===== src/rtl/des_key_sched_pkg.sv =====
// Shared types, constants and helpers for the DES/3DES round-key scheduler (package des_pkg).
package des_pkg;

    localparam logic [15:0] SHIFT_SCHED_DEF = 16'h8103;

    localparam int unsigned PC2_W = 48;

    // PC-2 selection table, 1-based positions into {C,D} counted from the MSB.
    localparam int unsigned PC2_TAB [PC2_W] = '{
        14, 17, 11, 24,  1,  5,  3, 28, 15,  6, 21, 10,
        23, 19, 12,  4, 26,  8, 16,  7, 27, 20, 13,  2,
        41, 52, 31, 37, 47, 55, 30, 40, 51, 45, 33, 48,
        44, 49, 39, 56, 34, 53, 46, 42, 50, 36, 29, 32
    };

    typedef enum logic {
        ENC = 1'b0,
        DEC = 1'b1
    } mode_e;

    typedef enum logic [1:0] {
        IDLE = 2'd0,
        RUN  = 2'd1,
        FIN  = 2'd2
    } state_e;

    function automatic int unsigned slot_w(input int unsigned n);
        return (n > 1) ? $clog2(n) : 1;
    endfunction

    // Rotation amount of encrypt round rnd (1..16).
    function automatic logic [1:0] shift_amt(input logic [15:0] sched, input logic [4:0] rnd);
        logic [3:0] idx;
        idx = 4'(rnd - 5'd1);
        return sched[idx] ? 2'd1 : 2'd2;
    endfunction

endpackage


===== src/rtl/des_key_sched_if.sv =====
// Key-load / schedule-control / round-key stream bundle for des_key_sched.
// RK_W follows DES_KEY_SCHED_PC2_EN: 48 when defined, else 2*HALF_W.
interface des_key_sched_if
    import des_pkg::*;
#(
    parameter int unsigned NUM_KEYS = 3,
    parameter int unsigned HALF_W   = 28
);
    localparam int unsigned SLOT_W = slot_w(NUM_KEYS);
`ifdef DES_KEY_SCHED_PC2_EN
    localparam int unsigned RK_W = PC2_W;
`else
    localparam int unsigned RK_W = 2 * HALF_W;
`endif

    logic                  key_load;
    logic [SLOT_W-1:0]     key_slot;
    logic [2*HALF_W-1:0]   key_in;
    logic                  start;
    mode_e                 mode;
    logic [SLOT_W-1:0]     slot_sel;
    logic                  abort;
    logic                  rk_ready;
    logic                  rk_valid;
    logic [RK_W-1:0]       rk_data;
    logic [4:0]            rk_round;
    logic                  busy;
    logic                  done;

    modport master (
        output key_load, key_slot, key_in, start, mode, slot_sel, abort, rk_ready,
        input  rk_valid, rk_data, rk_round, busy, done
    );

    modport slave (
        input  key_load, key_slot, key_in, start, mode, slot_sel, abort, rk_ready,
        output rk_valid, rk_data, rk_round, busy, done
    );

endinterface


===== src/rtl/des_key_sched_cd_rotate.sv =====
// Combinational rotate of one C or D half by 0, 1 or 2 bits, left or right.
module des_cd_rotate #(
    parameter int unsigned HALF_W = 28
) (
    input  logic [HALF_W-1:0] half_i,
    input  logic [1:0]        amt_i,
    input  logic              left_i,
    output logic [HALF_W-1:0] half_o
);

    always_comb begin
        half_o = half_i;
        case (amt_i)
            2'd1: half_o = left_i ? {half_i[HALF_W-2:0], half_i[HALF_W-1]}
                                  : {half_i[0], half_i[HALF_W-1:1]};
            2'd2: half_o = left_i ? {half_i[HALF_W-3:0], half_i[HALF_W-1:HALF_W-2]}
                                  : {half_i[1:0], half_i[HALF_W-1:2]};
            default: half_o = half_i;
        endcase
    end

endmodule


===== src/rtl/des_key_sched.sv =====
// Handshaked DES/3DES round-key generator holding NUM_KEYS PC-1 keys.
// Define DES_KEY_SCHED_PC2_EN to apply PC-2 internally (needs HALF_W = 28).
module des_key_sched
    import des_pkg::*;
#(
    parameter int unsigned NUM_KEYS    = 3,
    parameter int unsigned HALF_W      = 28,
    parameter logic [15:0] SHIFT_SCHED = SHIFT_SCHED_DEF
) (
    input  logic           clk,
    input  logic           rst,
    des_key_sched_if.slave kif
);

    localparam int unsigned     SLOT_W     = slot_w(NUM_KEYS);
    localparam int unsigned     KEY_W      = 2 * HALF_W;
    localparam int unsigned     SLOTS      = 2 ** SLOT_W;
    localparam logic [SLOT_W:0] NUM_KEYS_L = (SLOT_W + 1)'(NUM_KEYS);

    state_e           state_q, state_d;
    mode_e            mode_q, mode_d;
    logic [4:0]       rnd_q, rnd_d;
    logic [KEY_W-1:0] cd_q, cd_d;
    logic [KEY_W-1:0] slots_q [SLOTS];

    logic [KEY_W-1:0] rot_src, rot_out;
    logic [1:0]       rot_amt;
    logic             rot_left;
    logic             load_ok, start_ok;

    assign load_ok  = kif.key_load && ({1'b0, kif.key_slot} < NUM_KEYS_L);
    assign start_ok = kif.start && ({1'b0, kif.slot_sel} < NUM_KEYS_L);

    // Slots beyond NUM_KEYS are never written and stay zero.
    always_ff @(posedge clk) begin
        if (rst) begin
            for (int unsigned i = 0; i < SLOTS; i++) begin
                slots_q[SLOT_W'(i)] <= '0;
            end
        end else if (load_ok) begin
            slots_q[kif.key_slot] <= kif.key_in;
        end
    end

    always_ff @(posedge clk) begin
        if (rst) begin
            state_q <= IDLE;
            mode_q  <= ENC;
            rnd_q   <= '0;
            cd_q    <= '0;
        end else begin
            state_q <= state_d;
            mode_q  <= mode_d;
            rnd_q   <= rnd_d;
            cd_q    <= cd_d;
        end
    end

    // Rotator setup: slot load on start, otherwise step to the following round.
    always_comb begin
        rot_src  = cd_q;
        rot_left = 1'b1;
        rot_amt  = 2'd0;
        if (state_q == IDLE) begin
            rot_src = slots_q[kif.slot_sel];
            rot_amt = (kif.mode == ENC) ? shift_amt(SHIFT_SCHED, 5'd1) : 2'd0;
        end else if (mode_q == ENC) begin
            rot_amt = shift_amt(SHIFT_SCHED, rnd_q + 5'd1);
        end else begin
            rot_left = 1'b0;
            rot_amt  = shift_amt(SHIFT_SCHED, 5'd17 - rnd_q);
        end
    end

    des_cd_rotate #(.HALF_W(HALF_W)) u_rot_c (
        .half_i (rot_src[KEY_W-1:HALF_W]),
        .amt_i  (rot_amt),
        .left_i (rot_left),
        .half_o (rot_out[KEY_W-1:HALF_W])
    );

    des_cd_rotate #(.HALF_W(HALF_W)) u_rot_d (
        .half_i (rot_src[HALF_W-1:0]),
        .amt_i  (rot_amt),
        .left_i (rot_left),
        .half_o (rot_out[HALF_W-1:0])
    );

    always_comb begin
        state_d = state_q;
        mode_d  = mode_q;
        rnd_d   = rnd_q;
        cd_d    = cd_q;
        unique case (state_q)
            IDLE: begin
                if (start_ok) begin
                    mode_d  = kif.mode;
                    rnd_d   = 5'd1;
                    cd_d    = rot_out;
                    state_d = RUN;
                end
            end
            RUN: begin
                if (kif.abort) begin
                    state_d = IDLE;
                end else if (kif.rk_ready) begin
                    if (rnd_q == 5'd16) begin
                        state_d = FIN;
                    end else begin
                        rnd_d = rnd_q + 5'd1;
                        cd_d  = rot_out;
                    end
                end
            end
            FIN:     state_d = IDLE;
            default: state_d = IDLE;
        endcase
    end

    assign kif.rk_valid = (state_q == RUN);
    assign kif.busy     = (state_q != IDLE);
    assign kif.done     = (state_q == FIN) && !kif.abort;
    assign kif.rk_round = rnd_q;

`ifdef DES_KEY_SCHED_PC2_EN
    for (genvar g = 0; g < PC2_W; g++) begin : g_pc2
        assign kif.rk_data[PC2_W-1-g] = cd_q[KEY_W-PC2_TAB[g]];
    end
`else
    assign kif.rk_data = cd_q;
`endif

endmodule


===== src/flat_wrapper.sv =====
// flat-port wrapper written by rule: the top's interface ports become plain ports
module des_key_sched_flat import des_pkg::*;
#(
    parameter int unsigned NUM_KEYS    = 3,
    parameter int unsigned HALF_W      = 28,
    parameter logic [15:0] SHIFT_SCHED = SHIFT_SCHED_DEF
)
  (clk, rst, kif_key_load, kif_key_slot, kif_key_in, kif_start, kif_mode, kif_slot_sel, kif_abort, kif_rk_ready, kif_rk_valid, kif_rk_data, kif_rk_round, kif_busy, kif_done);
  des_key_sched_if #(.NUM_KEYS(NUM_KEYS), .HALF_W(HALF_W)) kif_i ();
  input  logic clk;
  input  logic rst;
  input wire logic [$bits(kif_i.key_load)-1:0] kif_key_load;
  input wire logic [$bits(kif_i.key_slot)-1:0] kif_key_slot;
  input wire logic [$bits(kif_i.key_in)-1:0] kif_key_in;
  input wire logic [$bits(kif_i.start)-1:0] kif_start;
  input wire logic [$bits(kif_i.mode)-1:0] kif_mode;
  input wire logic [$bits(kif_i.slot_sel)-1:0] kif_slot_sel;
  input wire logic [$bits(kif_i.abort)-1:0] kif_abort;
  input wire logic [$bits(kif_i.rk_ready)-1:0] kif_rk_ready;
  output wire logic [$bits(kif_i.rk_valid)-1:0] kif_rk_valid;
  output wire logic [$bits(kif_i.rk_data)-1:0] kif_rk_data;
  output wire logic [$bits(kif_i.rk_round)-1:0] kif_rk_round;
  output wire logic [$bits(kif_i.busy)-1:0] kif_busy;
  output wire logic [$bits(kif_i.done)-1:0] kif_done;
  assign kif_i.key_load = kif_key_load;
  assign kif_i.key_slot = kif_key_slot;
  assign kif_i.key_in = kif_key_in;
  assign kif_i.start = kif_start;
  assign kif_i.mode = kif_mode;
  assign kif_i.slot_sel = kif_slot_sel;
  assign kif_i.abort = kif_abort;
  assign kif_i.rk_ready = kif_rk_ready;
  assign kif_rk_valid = kif_i.rk_valid;
  assign kif_rk_data = kif_i.rk_data;
  assign kif_rk_round = kif_i.rk_round;
  assign kif_busy = kif_i.busy;
  assign kif_done = kif_i.done;
  des_key_sched #(.NUM_KEYS(NUM_KEYS), .HALF_W(HALF_W), .SHIFT_SCHED(SHIFT_SCHED)) u_core (.clk(clk), .rst(rst), .kif(kif_i));
endmodule

===== config.mk =====
export PLATFORM = sky130hd
export DESIGN_NAME = des_key_sched_flat
export DESIGN_NICKNAME = d
export VERILOG_FILES = /design/src/rtl/des_key_sched_pkg.sv /design/src/rtl/des_key_sched_if.sv /design/src/rtl/des_key_sched_cd_rotate.sv /design/src/rtl/des_key_sched.sv /design/src/flat_wrapper.sv
export SDC_FILE = /design/constraint.sdc
export NUM_CORES = 1
export LEC_CHECK = 0
export CELL_PAD_IN_SITES_DETAIL_PLACEMENT = 1
export CELL_PAD_IN_SITES_GLOBAL_PLACEMENT = 1
export CORE_ASPECT_RATIO = 1.1
export CORE_UTILIZATION = 35
export DETAILED_ROUTE_END_ITERATION = 10
export PLACE_DENSITY_LB_ADDON = 0.1
export SLEW_MARGIN = 25
export SYNTH_ARGS = -nofsm -noshare
export SYNTH_HDL_FRONTEND = slang
export SYNTH_SLANG_ARGS = --single-unit

===== constraint.sdc =====
create_clock -name clk -period 4.7 [get_ports clk]
set_clock_uncertainty 0.1 [all_clocks]
set_input_delay 0.705 -clock clk [delete_from_list [all_inputs] [get_ports clk]]
set_output_delay 0.705 -clock clk [all_outputs]
set_load 0.02 [all_outputs]

==> out/qor.csv <==
stage,metric,value,unit
timing,hold_viol,0,
placed_design,gp_congestion,0.782,
placed_design,dp_hpwl,29.1,mm
clocking,path_clk_slew,0.06,ns
timing,maxSlewHeadroom,41.7,%
hold_path,hold_path_end,u_core.kif.rk_round[1],
synth,yosysWarnings,0,
setup_path,r2r_slack,0.59,ns
clocking,clk_latency,0.52,ns
hold_path,worstHoldStart,rst,
die,io_pins,131,
synth,synth_cell_types,61,
clocking,cts_resized,0,
detailed_routing,first_pass_iters,5,
synth,ys.flop_type,edfxtp_1,
clocking,clockBufferDepth,3,
timing,drv_slew,0,
grt,track_usage,21.5,%
detailed_routing,vias_per_cell,5.62,
synth,ys_ff_latch,288,
detailed_routing,vias,10800,
pwr,vdd_ir_drop_max,0.186,mV
flow_run,maxCapViolCount,0,
setup_path,crit_chain,inv_1 -> ha_1 -> or3b_2 -> a2111oi_0 -> nand3_1 -> and4_1 -> inv_1 -> a21oi_1 -> ha_1 -> and3_2 -> buf_4 -> a221oi_1 -> a21oi_1,
die,die_y,216,um
timing,setup_viol_count_final,0,
clocking,htree_num_levels,2,
synth,syn_inst,1242,
clocking,clockRootBuffer,clkbuf_16,
layout,synthToLayoutAreaGrowth,19.6,%
placed_design,port_buffers,130,
timing,rsz0062_at_grt,false,
layout,layout_common_cells,"and2_1 (224), edfxtp_1 (224), clkdlybuf4s50_1 (128), mux2i_1 (87), nor2_1 (71)",
timing,fin_setup_tns,0,ns
setup_path,cp.required,5.00,ns
hold_path,holdPathStages,2,
setup_path,critPathCaptureType,flop,
setup_path,cp_top_family,simple AND/OR/NAND/NOR gates,
timing,tightest_slew,0.875,ns
clocking,cts-hold-fix-buffers,0,
detailed_routing,wl_per_cell,24.0,um
layout,nets,1407,
detailed_routing,route.detailed.drc,0,
grt,grt_max_degree,58,
synth,synth_area_per_cell,11.8,sq um
status,outcome,finished clean,
setup_path,timing.rr.start,u_core.kif.rk_round[1],
detailed_routing,dr.first_iter.drc_count,711,
setup_path,critPathLaunchType,flop,
setup_path,path_buf_inv,3,
die,core,41200,sq um
setup_path,path_max_fanout,37,
setup_path,arrival,4.41,ns
setup_path,cpPeakStageDelay,0.50,ns
clocking,cts_setup_buffers,0,
clocking,cts_tree,done,
synth,syn-cell-area,14600,sq um
synth,synth_edf_count,224,
timing,period_needed,4.11,ns
synth,synth.yosys.seq_area_share,54.9,%
setup_path,critPathKind,flop to flop,
timing,worst_slack,0.590,ns
pwr,powerDensity,383,nW/um^2
clocking,cts_buffers,35,
detailed_routing,ant_nets,0,
timing,finalCritPeriodShare,87.4,%
detailed_routing,routed_wl,46.1,mm
grt,grt.overflow.total,0,
layout,diodes,0,
placed_design,place_ws,0.636,ns
synth,synth-async-reset-ratio,0,%
layout,drive_gt1_share,9.87,%
setup_path,ff2ff_path_depth,13,
die,fp.dieArea,42500,sq um
clocking,clock_sinks,288,
synth,synth_nets,1315,
die,rows,78,
setup_path,slowest_stage,dfxtp_1,
die,die_w,197,um
setup_path,reg2reg_to,u_core.kif.rk_data[39],
grt,grt_pass1_vias,11000,
grt,grt_pass1_wl,68.8,mm
die,initial_core_util,35.4,%
pwr,leakagePower,6.31,nW
timing,fmax,0.243,GHz
grt,antenna_found_initial,6,
hold_path,min_path_type,input pin to flop,
## power by group
| part | switching, mW | internal [mW] | total [mW] |
|---|---|---|---|
| Combinational | 0.665 | 0.463 | 1.13 |
| Sequential | 0.138 | 2.95 | 3.09 |
| Clock | 1.05 | 1.43 | 2.48 |
## metrics by stage
| step | utilization [%] | instance area [sq um] | cells | hold slack [ns] | power (mW) |
|---|---|---|---|---|---|
| floorplan | - | 14600 | 1242 | 0.519 | 3.76 |
| global placement | 39.9 | 16400 | 1857 | 0.471 | 4.25 |
| detailed placement | 39.9 | 16500 | 1857 | 0.471 | 4.27 |
| CTS | 42.4 | 17500 | 1918 | 0.422 | 6.77 |
| global route | 42.4 | 17500 | 1918 | 0.446 | 6.94 |
| finish | 42.4 | 17500 | 1918 | 0.447 | 6.69 |
## worst register-to-register path: stages (launching register included)
cell and delay (ns):
dfxtp_1 0.50, inv_1 0.11, ha_1 0.34, or3b_2 0.48, a2111oi_0 0.42, nand3_1 0.11, and4_1 0.23, inv_1 0.08
a21oi_1 0.05, ha_1 0.28, and3_2 0.49, buf_4 0.34, a221oi_1 0.35, a21oi_1 0.11
## how the worst max path moves through the flow
| stage | start | endpoint | slack (ns) | depth (start not counted) |
|---|---|---|---|---|
| finish | u_core.kif.rk_round[1] | u_core.kif.rk_data[39] | 0.59 | 13 |
| global route | u_core.kif.rk_round[1] | u_core.kif.rk_data[14] | 0.36 | 13 |
| CTS | u_core.kif.rk_round[1] | u_core.kif.rk_data[13] | 0.61 | 13 |
| detailed placement | u_core.kif.rk_round[1] | u_core.kif.rk_data[13] | 0.64 | 13 |
| global placement | u_core.kif.rk_round[1] | u_core.kif.rk_data[13] | 0.70 | 13 |
| floorplan | u_core.kif.rk_round[0] | u_core.kif.rk_data[54] | 0.89 | 16 |
## routing by layer
metal / track usage (%) / part of all wire (%) / vias up
met1: 30.6 / 48 / 5555
met2: 34.5 / 46 / 269
met3: 3.28 / 4.5 / 44
met4: 4.34 / 1.3 / 0
met5: 0 / 0 / -
li1: - / - / 4906
## cells in the mapped netlist (3+ instances only)
cell type,instances,area [sq um]
buf_2,31,155
o21a_1,3,22.5
inv_1,7,26.3
a2111oi_2,10,150
o22a_1,42,368
buf_4,10,75.1
and3_1,6,37.5
a311oi_1,3,26.3
nor2b_1,3,18.8
a22o_1,11,96.3
a211oi_1,4,30.0
o221ai_1,13,114
ha_1,6,75.1
edfxtp_1,224,6730
dfxtp_1,64,1280
buf_1,5,18.8
a21oi_1,49,245
nand2_1,15,56.3
nor3b_1,4,30.0
mux2_2,26,293
o21ai_0,44,220
nor3_1,11,55.1
o22ai_1,5,31.3
buf_6,6,67.6
nand3_1,8,40.0
clkbuf_1,58,218
a22oi_1,44,330
nand2b_1,4,25.0
o21bai_1,13,97.6
nor4_1,3,18.8
nor2_1,71,267
mux2i_1,87,871
a211o_1,47,412
and2_1,225,1410
a221oi_1,42,368
## layout make-up
class	instances	area, sq um
tap	560	701
timing repair buffer	167	1650
clock buffer	48	925
clock inverter	13	87.6
fill	4407	23700
multi-input combinational	834	6060
sequential	288	8010
inverter	8	30.0
## logic make-up (layout without fill, tap and decap cells)
kind of cell | after synthesis | after routing | synth area share [%]
compound gates | 344 | 344 | 18.1
flops | 288 | 288 | 54.9
buf+inv | 120 | 236 | 3.97
fa+ha+maj | 7 | 7 | 0.583
xor+xnor | 4 | 4 | 0.240
simple gates | 366 | 366 | 14.3
mux | 113 | 113 | 7.97
## registers in the layout, indices dropped and copies added (netlist names)
name	count
u_core.kif.rk_round	5
u_core.kif.rk_data	56
u_core.state_q	2
u_core.slots_q	224
u_core.mode_q	1
Power figures use the tool's default switching activity.
